### config.mk
export PLATFORM = sky130hd
export DESIGN_NAME = uart_rx_to_spi_cmd_flat
export DESIGN_NICKNAME = d
export VERILOG_FILES = /design/src/rtl/uart_rx_to_spi_cmd_pkg.sv /design/src/rtl/uart_rx_to_spi_cmd_if.sv /design/src/rtl/uart_rx_to_spi_cmd_parser.sv /design/src/rtl/uart_rx_to_spi_cmd.sv /design/src/flat_wrapper.sv
export SDC_FILE = /design/constraint.sdc
export NUM_CORES = 1
export LEC_CHECK = 0
export BUFFER_PORTS_ARGS = -buffer_cell sky130_fd_sc_hd__buf_4
export CORE_MARGIN = 10
export CORE_UTILIZATION = 58
export CTS_CLUSTER_SIZE = 40
export DETAILED_ROUTE_END_ITERATION = 10
export PLACE_DENSITY_LB_ADDON = 0.3
export SLEW_MARGIN = 10
export SYNTH_ARGS = -nofsm -noshare
export SYNTH_HDL_FRONTEND = slang
export SYNTH_SLANG_ARGS = --single-unit
### constraint.sdc
create_clock -name clk -period 3 [get_ports clk]
set_clock_uncertainty 0.15 [all_clocks]
set_input_delay 0.6 -clock clk [delete_from_list [all_inputs] [get_ports clk]]
set_output_delay 0.6 -clock clk [all_outputs]
set_load 0.02 [all_outputs]
### src/rtl/uart_rx_to_spi_cmd_pkg.sv
// Shared definitions for the UART-to-SPI command receive path.
package uart_rx_to_spi_cmd_pkg;

   localparam logic [7:0] SYNC_BYTE_DEF = 8'hA5;
   localparam int         FRAME_LEN     = 5;

   // Parser position inside a frame: SYNC, B0, B1, B2, CHK.
   typedef enum logic [2:0] {
      HUNT     = 3'd0,
      GOT_SYNC = 3'd1,
      GOT_B0   = 3'd2,
      GOT_B1   = 3'd3,
      GOT_B2   = 3'd4
   } parser_state_e;

   // Frame checksum: XOR of the three payload bytes.
   function automatic logic [7:0] frame_chk(input logic [7:0] b0,
                                            input logic [7:0] b1,
                                            input logic [7:0] b2);
      return b0 ^ b1 ^ b2;
   endfunction

endpackage

### src/rtl/uart_rx_to_spi_cmd_if.sv
// Bundle of the byte-receive, SPI-command and status signals.
//
// Handshake semantics: there is no backpressure anywhere on this bundle.
// RxD_data_ready is a one-cycle valid strobe qualifying RxD_data; the
// receiver always accepts it. start is a one-cycle valid strobe qualifying
// data1/data2 toward the SPI master, and done is the master's one-cycle
// completion strobe; the SPI master is treated as "ready" again only after
// done. frame_err and overrun are plain one-cycle event pulses.
interface uart_rx_to_spi_cmd_if;
   import uart_rx_to_spi_cmd_pkg::*;

   logic          RxD_data_ready;
   logic [7:0]    RxD_data;
   logic          done;
   logic          start;
   logic [11:0]   data1;
   logic [11:0]   data2;
   logic          frame_err;
   logic          overrun;
   logic [7:0]    frame_cnt;
   parser_state_e dbg_state;

   modport slave (
      input  RxD_data_ready, RxD_data, done,
      output start, data1, data2, frame_err, overrun, frame_cnt, dbg_state
   );

   modport master (
      output RxD_data_ready, RxD_data, done,
      input  start, data1, data2, frame_err, overrun, frame_cnt, dbg_state
   );

endinterface

### src/rtl/uart_rx_to_spi_cmd_parser.sv
// Frame parser: SYNC/B0/B1/B2/CHK FSM, inter-byte timeout and checksum.
// frame_ok_o is combinational in the cycle the matching CHK byte arrives;
// err_o is registered and pulses the cycle after a bad CHK or a timeout.
module uart_frame_parser
   import uart_rx_to_spi_cmd_pkg::*;
#(
   parameter logic [7:0] SYNC_BYTE      = SYNC_BYTE_DEF,
   parameter int         TIMEOUT_CYCLES = 50000,
   parameter int         CNT_W          = 16
) (
   input  logic          clk,
   input  logic          rst,
   input  logic          rx_ready_i,
   input  logic [7:0]    rx_data_i,
   output logic          frame_ok_o,
   output logic [11:0]   d1_o,
   output logic [11:0]   d2_o,
   output logic          err_o,
   output parser_state_e state_o
);

   localparam logic [CNT_W-1:0] TO_LAST = CNT_W'(TIMEOUT_CYCLES - 1);

   parser_state_e    state_q;
   logic [CNT_W-1:0] cnt_q;
   logic [7:0]       b0_q, b1_q, b2_q;
   logic             err_q;
   logic             chk_match;

   assign chk_match  = (rx_data_i == frame_chk(b0_q, b1_q, b2_q));
   assign frame_ok_o = (state_q == GOT_B2) && rx_ready_i && chk_match;
   assign d1_o       = {b0_q, b1_q[7:4]};
   assign d2_o       = {b1_q[3:0], b2_q};
   assign err_o      = err_q;
   assign state_o    = state_q;

   // Frame FSM with timeout counter; a sync value inside the payload is data.
   always_ff @(posedge clk) begin
      if (rst) begin
         state_q <= HUNT;
         cnt_q   <= '0;
         b0_q    <= '0;
         b1_q    <= '0;
         b2_q    <= '0;
         err_q   <= 1'b0;
      end else begin
         err_q <= 1'b0;
         if (state_q == HUNT) begin
            cnt_q <= '0;
            if (rx_ready_i && (rx_data_i == SYNC_BYTE)) begin
               state_q <= GOT_SYNC;
            end
         end else if (rx_ready_i) begin
            cnt_q <= '0;
            case (state_q)
               GOT_SYNC: begin
                  b0_q    <= rx_data_i;
                  state_q <= GOT_B0;
               end
               GOT_B0: begin
                  b1_q    <= rx_data_i;
                  state_q <= GOT_B1;
               end
               GOT_B1: begin
                  b2_q    <= rx_data_i;
                  state_q <= GOT_B2;
               end
               GOT_B2: begin
                  state_q <= HUNT;
                  err_q   <= ~chk_match;
               end
               default: state_q <= HUNT;
            endcase
         end else if (cnt_q == TO_LAST) begin
            // Too long without a byte: drop the partial frame.
            state_q <= HUNT;
            cnt_q   <= '0;
            err_q   <= 1'b1;
            b0_q    <= '0;
            b1_q    <= '0;
            b2_q    <= '0;
         end else begin
            cnt_q <= cnt_q + CNT_W'(1);
         end
      end
   end

endmodule

### src/rtl/uart_rx_to_spi_cmd.sv
// Top level: frame parser plus a one-deep pending buffer and the logic
// that hands decoded frames to the SPI DAC master one at a time.
module uart_rx_to_spi_cmd
   import uart_rx_to_spi_cmd_pkg::*;
#(
   parameter logic [7:0] SYNC_BYTE      = SYNC_BYTE_DEF,
   parameter int         TIMEOUT_CYCLES = 50000,
   parameter int         CNT_W          = 16
) (
   input logic               clk,
   input logic               rst,
   uart_rx_to_spi_cmd_if.slave bus
);

   logic          frame_ok;
   logic [11:0]   new_d1, new_d2;
   logic          parse_err;
   parser_state_e parse_state;

   uart_frame_parser #(
      .SYNC_BYTE      (SYNC_BYTE),
      .TIMEOUT_CYCLES (TIMEOUT_CYCLES),
      .CNT_W          (CNT_W)
   ) u_parser (
      .clk        (clk),
      .rst        (rst),
      .rx_ready_i (bus.RxD_data_ready),
      .rx_data_i  (bus.RxD_data),
      .frame_ok_o (frame_ok),
      .d1_o       (new_d1),
      .d2_o       (new_d2),
      .err_o      (parse_err),
      .state_o    (parse_state)
   );

   logic        start_q,      start_d;
   logic        overrun_q,    overrun_d;
   logic [11:0] data1_q,      data1_d;
   logic [11:0] data2_q,      data2_d;
   logic [7:0]  frame_cnt_q,  frame_cnt_d;
   logic        spi_busy_q,   spi_busy_d;
   logic        pend_valid_q, pend_valid_d;
   logic [11:0] pend_d1_q,    pend_d1_d;
   logic [11:0] pend_d2_q,    pend_d2_d;

   logic done_ok;
   logic spi_free;

   // done only counts for a transfer that is actually in flight; a transfer
   // launched this very cycle cannot already be finished.
   assign done_ok  = bus.done && spi_busy_q && !start_q;
   assign spi_free = !spi_busy_q || done_ok;

   // Issue arbitration: pending frame first, then a fresh frame, else buffer or drop.
   always_comb begin
      start_d      = 1'b0;
      overrun_d    = 1'b0;
      data1_d      = data1_q;
      data2_d      = data2_q;
      frame_cnt_d  = frame_cnt_q;
      spi_busy_d   = spi_busy_q;
      pend_valid_d = pend_valid_q;
      pend_d1_d    = pend_d1_q;
      pend_d2_d    = pend_d2_q;

      if (done_ok && pend_valid_q) begin
         start_d     = 1'b1;
         data1_d     = pend_d1_q;
         data2_d     = pend_d2_q;
         frame_cnt_d = frame_cnt_q + 8'd1;
         spi_busy_d  = 1'b1;
         if (frame_ok) begin
            // New frame takes the slot the pending one just vacated.
            pend_d1_d = new_d1;
            pend_d2_d = new_d2;
         end else begin
            pend_valid_d = 1'b0;
         end
      end else if (frame_ok) begin
         if (spi_free && !pend_valid_q) begin
            start_d     = 1'b1;
            data1_d     = new_d1;
            data2_d     = new_d2;
            frame_cnt_d = frame_cnt_q + 8'd1;
            spi_busy_d  = 1'b1;
         end else if (!pend_valid_q) begin
            pend_valid_d = 1'b1;
            pend_d1_d    = new_d1;
            pend_d2_d    = new_d2;
         end else begin
            overrun_d = 1'b1;
         end
      end else if (done_ok) begin
         spi_busy_d = 1'b0;
      end
   end

   // Issue-path registers; reset discards any pending or in-flight frame.
   always_ff @(posedge clk) begin
      if (rst) begin
         start_q      <= 1'b0;
         overrun_q    <= 1'b0;
         data1_q      <= 12'h000;
         data2_q      <= 12'h000;
         frame_cnt_q  <= 8'd0;
         spi_busy_q   <= 1'b0;
         pend_valid_q <= 1'b0;
         pend_d1_q    <= 12'h000;
         pend_d2_q    <= 12'h000;
      end else begin
         start_q      <= start_d;
         overrun_q    <= overrun_d;
         data1_q      <= data1_d;
         data2_q      <= data2_d;
         frame_cnt_q  <= frame_cnt_d;
         spi_busy_q   <= spi_busy_d;
         pend_valid_q <= pend_valid_d;
         pend_d1_q    <= pend_d1_d;
         pend_d2_q    <= pend_d2_d;
      end
   end

   assign bus.start     = start_q;
   assign bus.overrun   = overrun_q;
   assign bus.data1     = data1_q;
   assign bus.data2     = data2_q;
   assign bus.frame_cnt = frame_cnt_q;
   assign bus.frame_err = parse_err;
   assign bus.dbg_state = parse_state;

endmodule

### src/flat_wrapper.sv
// flat-port wrapper written by rule: the top's interface ports become plain ports
module uart_rx_to_spi_cmd_flat import uart_rx_to_spi_cmd_pkg::*;
#(
   parameter logic [7:0] SYNC_BYTE      = SYNC_BYTE_DEF,
   parameter int         TIMEOUT_CYCLES = 50000,
   parameter int         CNT_W          = 16
)
  (clk, rst, bus_RxD_data_ready, bus_RxD_data, bus_done, bus_start, bus_data1, bus_data2, bus_frame_err, bus_overrun, bus_frame_cnt, bus_dbg_state);
  uart_rx_to_spi_cmd_if bus_i ();
  input logic clk;
  input logic rst;
  input wire logic [$bits(bus_i.RxD_data_ready)-1:0] bus_RxD_data_ready;
  input wire logic [$bits(bus_i.RxD_data)-1:0] bus_RxD_data;
  input wire logic [$bits(bus_i.done)-1:0] bus_done;
  output wire logic [$bits(bus_i.start)-1:0] bus_start;
  output wire logic [$bits(bus_i.data1)-1:0] bus_data1;
  output wire logic [$bits(bus_i.data2)-1:0] bus_data2;
  output wire logic [$bits(bus_i.frame_err)-1:0] bus_frame_err;
  output wire logic [$bits(bus_i.overrun)-1:0] bus_overrun;
  output wire logic [$bits(bus_i.frame_cnt)-1:0] bus_frame_cnt;
  output wire logic [$bits(bus_i.dbg_state)-1:0] bus_dbg_state;
  assign bus_i.RxD_data_ready = bus_RxD_data_ready;
  assign bus_i.RxD_data = bus_RxD_data;
  assign bus_i.done = bus_done;
  assign bus_start = bus_i.start;
  assign bus_data1 = bus_i.data1;
  assign bus_data2 = bus_i.data2;
  assign bus_frame_err = bus_i.frame_err;
  assign bus_overrun = bus_i.overrun;
  assign bus_frame_cnt = bus_i.frame_cnt;
  assign bus_dbg_state = bus_i.dbg_state;
  uart_rx_to_spi_cmd #(.SYNC_BYTE(SYNC_BYTE), .TIMEOUT_CYCLES(TIMEOUT_CYCLES), .CNT_W(CNT_W)) u_core (.clk(clk), .rst(rst), .bus(bus_i));
endmodule
After elaboration in Yosys (flattened, before gate mapping):

Index checks and enable logic that the tools add are counted.

* add/subtract/negate cells: 2
* equality and inequality tests: 15
* muxes and demuxes: 46
* bitwise logic cells: 5
* reductions and logical operators: 28

Operators with widths (number)
* $mux 12: 16
* $mux 8: 10
* $add 16x1->16 const B: 1
* $eq 16x16->1 const B: 1
* $xor 8x8->8: 2
* $mux 1: 15
* $reduce_and 3->1: 5
* $mux 3: 4
* $ne 2x1->1 const B: 5
* $pmux 3 s3: 1
* $add 8x1->8 const B: 1
* $eq 8x8->1: 1
* $eq 8x8->1 const B: 1
* $reduce_or 4->1: 2
* $logic_and 1x1->1: 7
* $eq 3x2->1 const B: 2
* $reduce_and 2->1: 3
* $reduce_bool 2->1: 3
* $reduce_bool 3->1: 2
* $ne 2x2->1 const B: 2
* $eq 3x1->1 const B: 1
* $eq 3x3->1 const B: 1
* $logic_not 1->1: 3
* $logic_not 3->1: 1
* 4 further kinds: 6

* register bits after elaboration: 104
* bits of input ports: 12
* output and inout bits: 38
* word-level logic and storage cells: 111

Longest topological paths before layout:

* word-level depth: 7
* depth in mapped cells: 8
* depth with buffers taken out: 7

By module:

Synthesis repeated with hierarchy kept, for this count alone.

* cell total of the unflattened synthesis: 545
* area, all modules: 4747.1 µm²

By module, submodules not included
* uart_rx_to_spi_cmd: instances 1, cells an instance 305, area each 2675.1 µm², seq. area each 1201.2 µm²
* uart_frame_parser: instances 1, cells an instance 240, area each 2072.0 µm², seq. area each 880.8 µm²

Worst setup path after synthesis:

OpenSTA, ideal clock, no wires.

* path kind: in2reg
* from: input bus_RxD_data[1]
* to: register u_core.frame_cnt_q[4], in the netlist u_core.bus.frame_cnt[4]
* library setup time: 0.123 ns
* arrival time: 2.122 ns
* setup slack: 0.605 ns
* stages: 6
* buffers on the path: 0
* cells stage by stage: xor2_1 > xnor2_1 > nand4_2 > o41a_1 > nor3_1 > mux2_1

* word-level cells in the longest chain between the ends: 4

RTL lines
* from (decl): line flat_wrapper.sv:13 `input wire logic [$bits(bus_i.RxD_data)-1:0] bus_RxD_data;`
* $eq 8x8->1: line uart_rx_to_spi_cmd_parser.sv:30 `assign chk_match = (rx_data_i == frame_chk(b0_q, b1_q, b2_q));`
* $logic_and 1x1->1: line uart_rx_to_spi_cmd_parser.sv:31 `assign frame_ok_o = (state_q == GOT_B2) && rx_ready_i && chk_match;`
* $reduce_bool 2->1 (no source line)
* $reduce_and 2->1 (no source line)
* to (signal assigned): line uart_rx_to_spi_cmd.sv:115 `frame_cnt_q <= frame_cnt_d;`
* to (decl): line uart_rx_to_spi_cmd.sv:40 `logic [7:0] frame_cnt_q, frame_cnt_d;`

Every way passes these cells.
A chain may end at the register's enable or synchronous reset.

Worst setup path after layout:

* from: register u_core.u_parser.cnt_q[0]
* to: register u_core.u_parser.b1_q[4]

* word-level cells in the longest chain between the ends: 3

RTL lines
* from (decl): line uart_rx_to_spi_cmd_parser.sv:25 `logic [CNT_W-1:0] cnt_q;`
* from (signal assigned): line uart_rx_to_spi_cmd_parser.sv:83 `cnt_q <= cnt_q + CNT_W'(1);`
* $eq 16x16->1: line uart_rx_to_spi_cmd_parser.sv:74 `end else if (cnt_q == TO_LAST) begin`
* $reduce_bool 2->1 (no source line)
* $reduce_and 3->1 (no source line)
* to (signal assigned): line uart_rx_to_spi_cmd_parser.sv:61 `b1_q <= rx_data_i;`
* to (decl): line uart_rx_to_spi_cmd_parser.sv:26 `logic [7:0] b0_q, b1_q, b2_q;`

Every way passes these cells.

==> flow_metrics.py <==
metrics = {
    "status": {
        "outcome": "complete, no violations",
    },
    "yosys": {
        "avgSynthCellArea_sq_um": 9.46,
        "ys_types": 44,
        "synth-main-ff-cell": "dfxtp_1",
        "yosysWarnings": 0,
        "synth_top_area_share_pct": 45.0,
        "synth_edf_count": 0,
        "netlist_area_sq_mm": 0.00463,
        "synthTopCellsByArea": "dfxtp_1, mux2i_1, nor2_1",
        "ys_async_sr_fraction_pct": 0,
        "synth_top_area_cell": "dfxtp_1",
        "netlist_instances": 489,
        "synth.net_count": 503,
        "ys_seq_area_share_pct": 45.0,
        "ys_ff_latch": 104,
    },
    "drt": {
        "drc": 0,
        "drt_pass1_iterations": 5,
        "wirelength_um": 10100,
        "viasPerCell": 5.57,
        "ant_nets": 0,
        "vias": 3555,
        "dr.first_iter.drc_count": 138,
        "avgRoutedWirePerCell_um": 15.8,
    },
    "setup_path": {
        "crit_arrival_ns": 2.63,
        "cp-end-kind": "register",
        "r2r_setup_slack_ns": 0.45,
        "path_class": "reg -> reg",
        "cp_max_fo": 9,
        "reg2reg_depth": 7,
        "cp-start-kind": "register",
        "required_ns": 3.08,
        "worst_r2r_endpoint": "u_core.u_parser.b1_q[4]",
        "reg2reg_from": "u_core.u_parser.cnt_q[0]",
    },
    "finish": {
        "seq_area_sq_mm": 0.00208,
        "layout.nets": 545,
        "final_util_pct": 68.0,
        "fill_cells": 632,
        "n_antenna_cell": 0,
        "multiInputGateArea_sq_mm": 0.00237,
        "drive_gt1_share_pct": 15.7,
        "syn2layout_area_growth_pct": 13.6,
    },
    "power": {
        "pwr-share-clk_pct": 35.0,
        "p_seq_share_pct": 61.8,
        "cellPowerDensity_mw_per_mm2": 425,
        "internal-power_uw": 1710,
        "vdd_drop_max_v": 0.000212,
        "swShare_pct": 23.4,
        "leakage_uw": 0.00198,
        "pwr-share-comb_pct": 3.2,
        "power_switching_uw": 522,
    },
    "clocking": {
        "clock_latency_ns": 0.36,
        "hold_buffers": 0,
        "tritoncts": "done",
        "cts_setup_buffers": 0,
        "cts_buffers": 9,
        "clk_pin_slew_worst_paths_ns": 0.10,
        "clock-sinks": 104,
        "htree_levels": 3,
        "root_buffer": "clkbuf_8",
        "clockBufferDepth": 2,
        "cts.repair.resized": 0,
    },
    "hold_path": {
        "hold_path_depth": 1,
        "holdPathEnd": "u_core.u_parser.cnt_q[0]",
        "min_path_type": "reg -> reg",
        "hold_start": "u_core.u_parser.cnt_q[0]",
    },
    "place": {
        "port_buffers": 49,
        "dp_hpwl_um": 7430,
        "place_congestion": 0.799,
    },
    "floorplan": {
        "core_area_sq_mm": 0.00773,
        "fp.dieW_um": 109,
        "rows": 32,
        "ios": 50,
        "die_h_um": 109,
        "initial_core_util_pct": 59.9,
        "dieArea_sq_mm": 0.0120,
    },
    "global_routing": {
        "overflow": 0,
        "antenna_found_initial": 0,
        "grt_max_degree": 60,
        "grt_usage_pct": 17.1,
        "grt_pass1_vias": 3406,
        "grt_pass1_wl_um": 16600,
    },
    "timing": {
        "finalCritPeriodShare_pct": 84.9,
        "worst_slew_pin_slew_ns": 0.688,
        "tns_ns": 0,
        "setup_viol": 0,
        "finalMaxSlewViolations": 0,
        "relSlewSlack_pct": 53.7,
        "rsz0062_at_grt": "false",
        "max_freq_mhz": 393,
        "period_minus_slack_ns": 2.55,
        "report.final.hold_viol_count": 0,
    },
    "job": {
        "drv_cap": 0,
    },
}
## layout by cell type, fill, tap and decap left out, types with 2 or more instances in the layout
cell        instances
or2_2               2
nand3b_1            2
nand3_1             7
and3_1              4
o21ai_0            11
clkinvlp_4          2
and2_1             10
a21oi_1            39
nand4_1             5
inv_1              10
nor2_2              2
a41o_1              3
o2111ai_1           3
nand2_1            11
inv_6               2
clkbuf_8            9
nor3_1              3
nor3b_1             2
mux2_1              2
nor4_1              3
nor2_1             74
mux2i_1            72
nor2b_1             3
clkinv_2            2
a211oi_1           24
dfxtp_1           104
xor2_1              9
buf_4              62
or3_1               7
nor4b_1             3
ha_1                2
xnor2_1            28
## cell type report
type                       count  share of cell area (%)
timing repair buffer          62                    8.85
multi-input combinational    344                    45.2
inverter                      10                   0.714
tap                          102                    2.43
clock inverter                 6                   0.809
clock buffer                  10                    2.43
sequential                   104                    39.6
## critical path, cell delays in order (launching register included)
cell and delay, ns:
dfxtp_1 0.34, ha_1 0.23, nand3_1 0.17, nor2_1 0.09, a31oi_1 0.57, nand3b_1 0.55, mux2i_1 0.28, nor2_1 0.06
## kinds of logic (layout without fill, tap and decap cells)
family	count (synthesis)	in the layout	share of synthesized area [%]
xor+xnor	37	37	7.00
mux	74	74	16.1
flops	104	104	45.0
simple gates	144	144	15.5
fa+ha+maj	2	2	0.541
compound gates	87	87	12.0
buf+inv	41	88	3.95
## Yosys cell counts, types with 2 or more instances
cell type / n
nand3b_1: 2
dfxtp_1: 104
xnor2_1: 28
nor3b_1: 2
buf_6: 2
and3_1: 4
nand4_1: 5
inv_1: 10
and2_1: 10
clkbuf_1: 20
xor2_1: 9
nor2b_1: 3
nor2_2: 2
nor4_1: 3
or2_2: 2
ha_1: 2
nor2_1: 74
mux2_1: 2
nand3_1: 7
o21ai_0: 11
buf_2: 8
a211oi_1: 24
nor3_1: 3
nand2_1: 11
or3_1: 7
o2111ai_1: 3
nor4b_1: 3
mux2i_1: 72
a41o_1: 3
a21oi_1: 39
## metal layers
| layer | global-route usage (%) | vias up | routed length (um) |
|---|---|---|---|
| li1 | - | 1808 | - |
| met1 | 22.2 | 1682 | 4720 |
| met2 | 27.6 | 56 | 4760 |
| met3 | 4.04 | 9 | 506 |
| met4 | 5.30 | 0 | 124 |
| met5 | 0 | - | 0 |
## sequential cells by signal, indices dropped and copies added, names as in the netlist, 3 cells and up
signal and cells:
u_core.u_parser.b0_q 8, u_core.u_parser.b1_q 8, u_core.bus.frame_cnt 8, u_core.bus.data1 12, u_core.u_parser.state_o 3, u_core.u_parser.b2_q 8
u_core.bus.data2 12, u_core.u_parser.cnt_q 16, u_core.pend_d2_q 12, u_core.pend_d1_q 12
## power by group through the flow
| stage | Combinational [uW] | Clock, uW | Sequential, uW |
|---|---|---|---|
| 2_1_floorplan | 43.6 | 0 | 1410 |
| 3_3_place_gp | 68.0 | 0 | 1410 |
| 3_5_place_dp | 69.7 | 0 | 1410 |
| 4_1_cts | 69.9 | 803 | 1380 |
| 5_1_grt | 76.6 | 854 | 1380 |
| 6_report | 70.5 | 782 | 1380 |
## stage by stage
stage | power [uW] | instances | hold slack, ns | setup slack, ns | area, sq um
4_1_cts | 2250 | 638 | 0.311 | 0.462 | 5260
6_report | 2230 | 638 | 0.308 | 0.453 | 5260
3_5_place_dp | 1480 | 622 | 0.289 | 0.248 | 5090
2_1_floorplan | 1460 | 489 | 0.268 | 0.605 | 4630
3_3_place_gp | 1480 | 622 | 0.282 | 0.300 | 5090
5_1_grt | 2310 | 638 | 0.345 | 0.270 | 5260
## worst max-delay path by stage
stage	start	end	slack, ns	cells past startpoint
2_1_floorplan	bus_RxD_data[1]	u_core.bus.frame_cnt[4]	0.60	6
3_3_place_gp	bus_RxD_data[1]	u_core.bus.frame_cnt[4]	0.30	7
3_5_place_dp	bus_RxD_data[1]	u_core.bus.data1[1]	0.25	8
4_1_cts	u_core.u_parser.cnt_q[0]	u_core.u_parser.b1_q[4]	0.46	7
5_1_grt	u_core.u_parser.cnt_q[0]	u_core.u_parser.b1_q[0]	0.27	7
6_report	u_core.u_parser.cnt_q[0]	u_core.u_parser.b1_q[4]	0.45	7
Power figures use the tool's default switching activity.
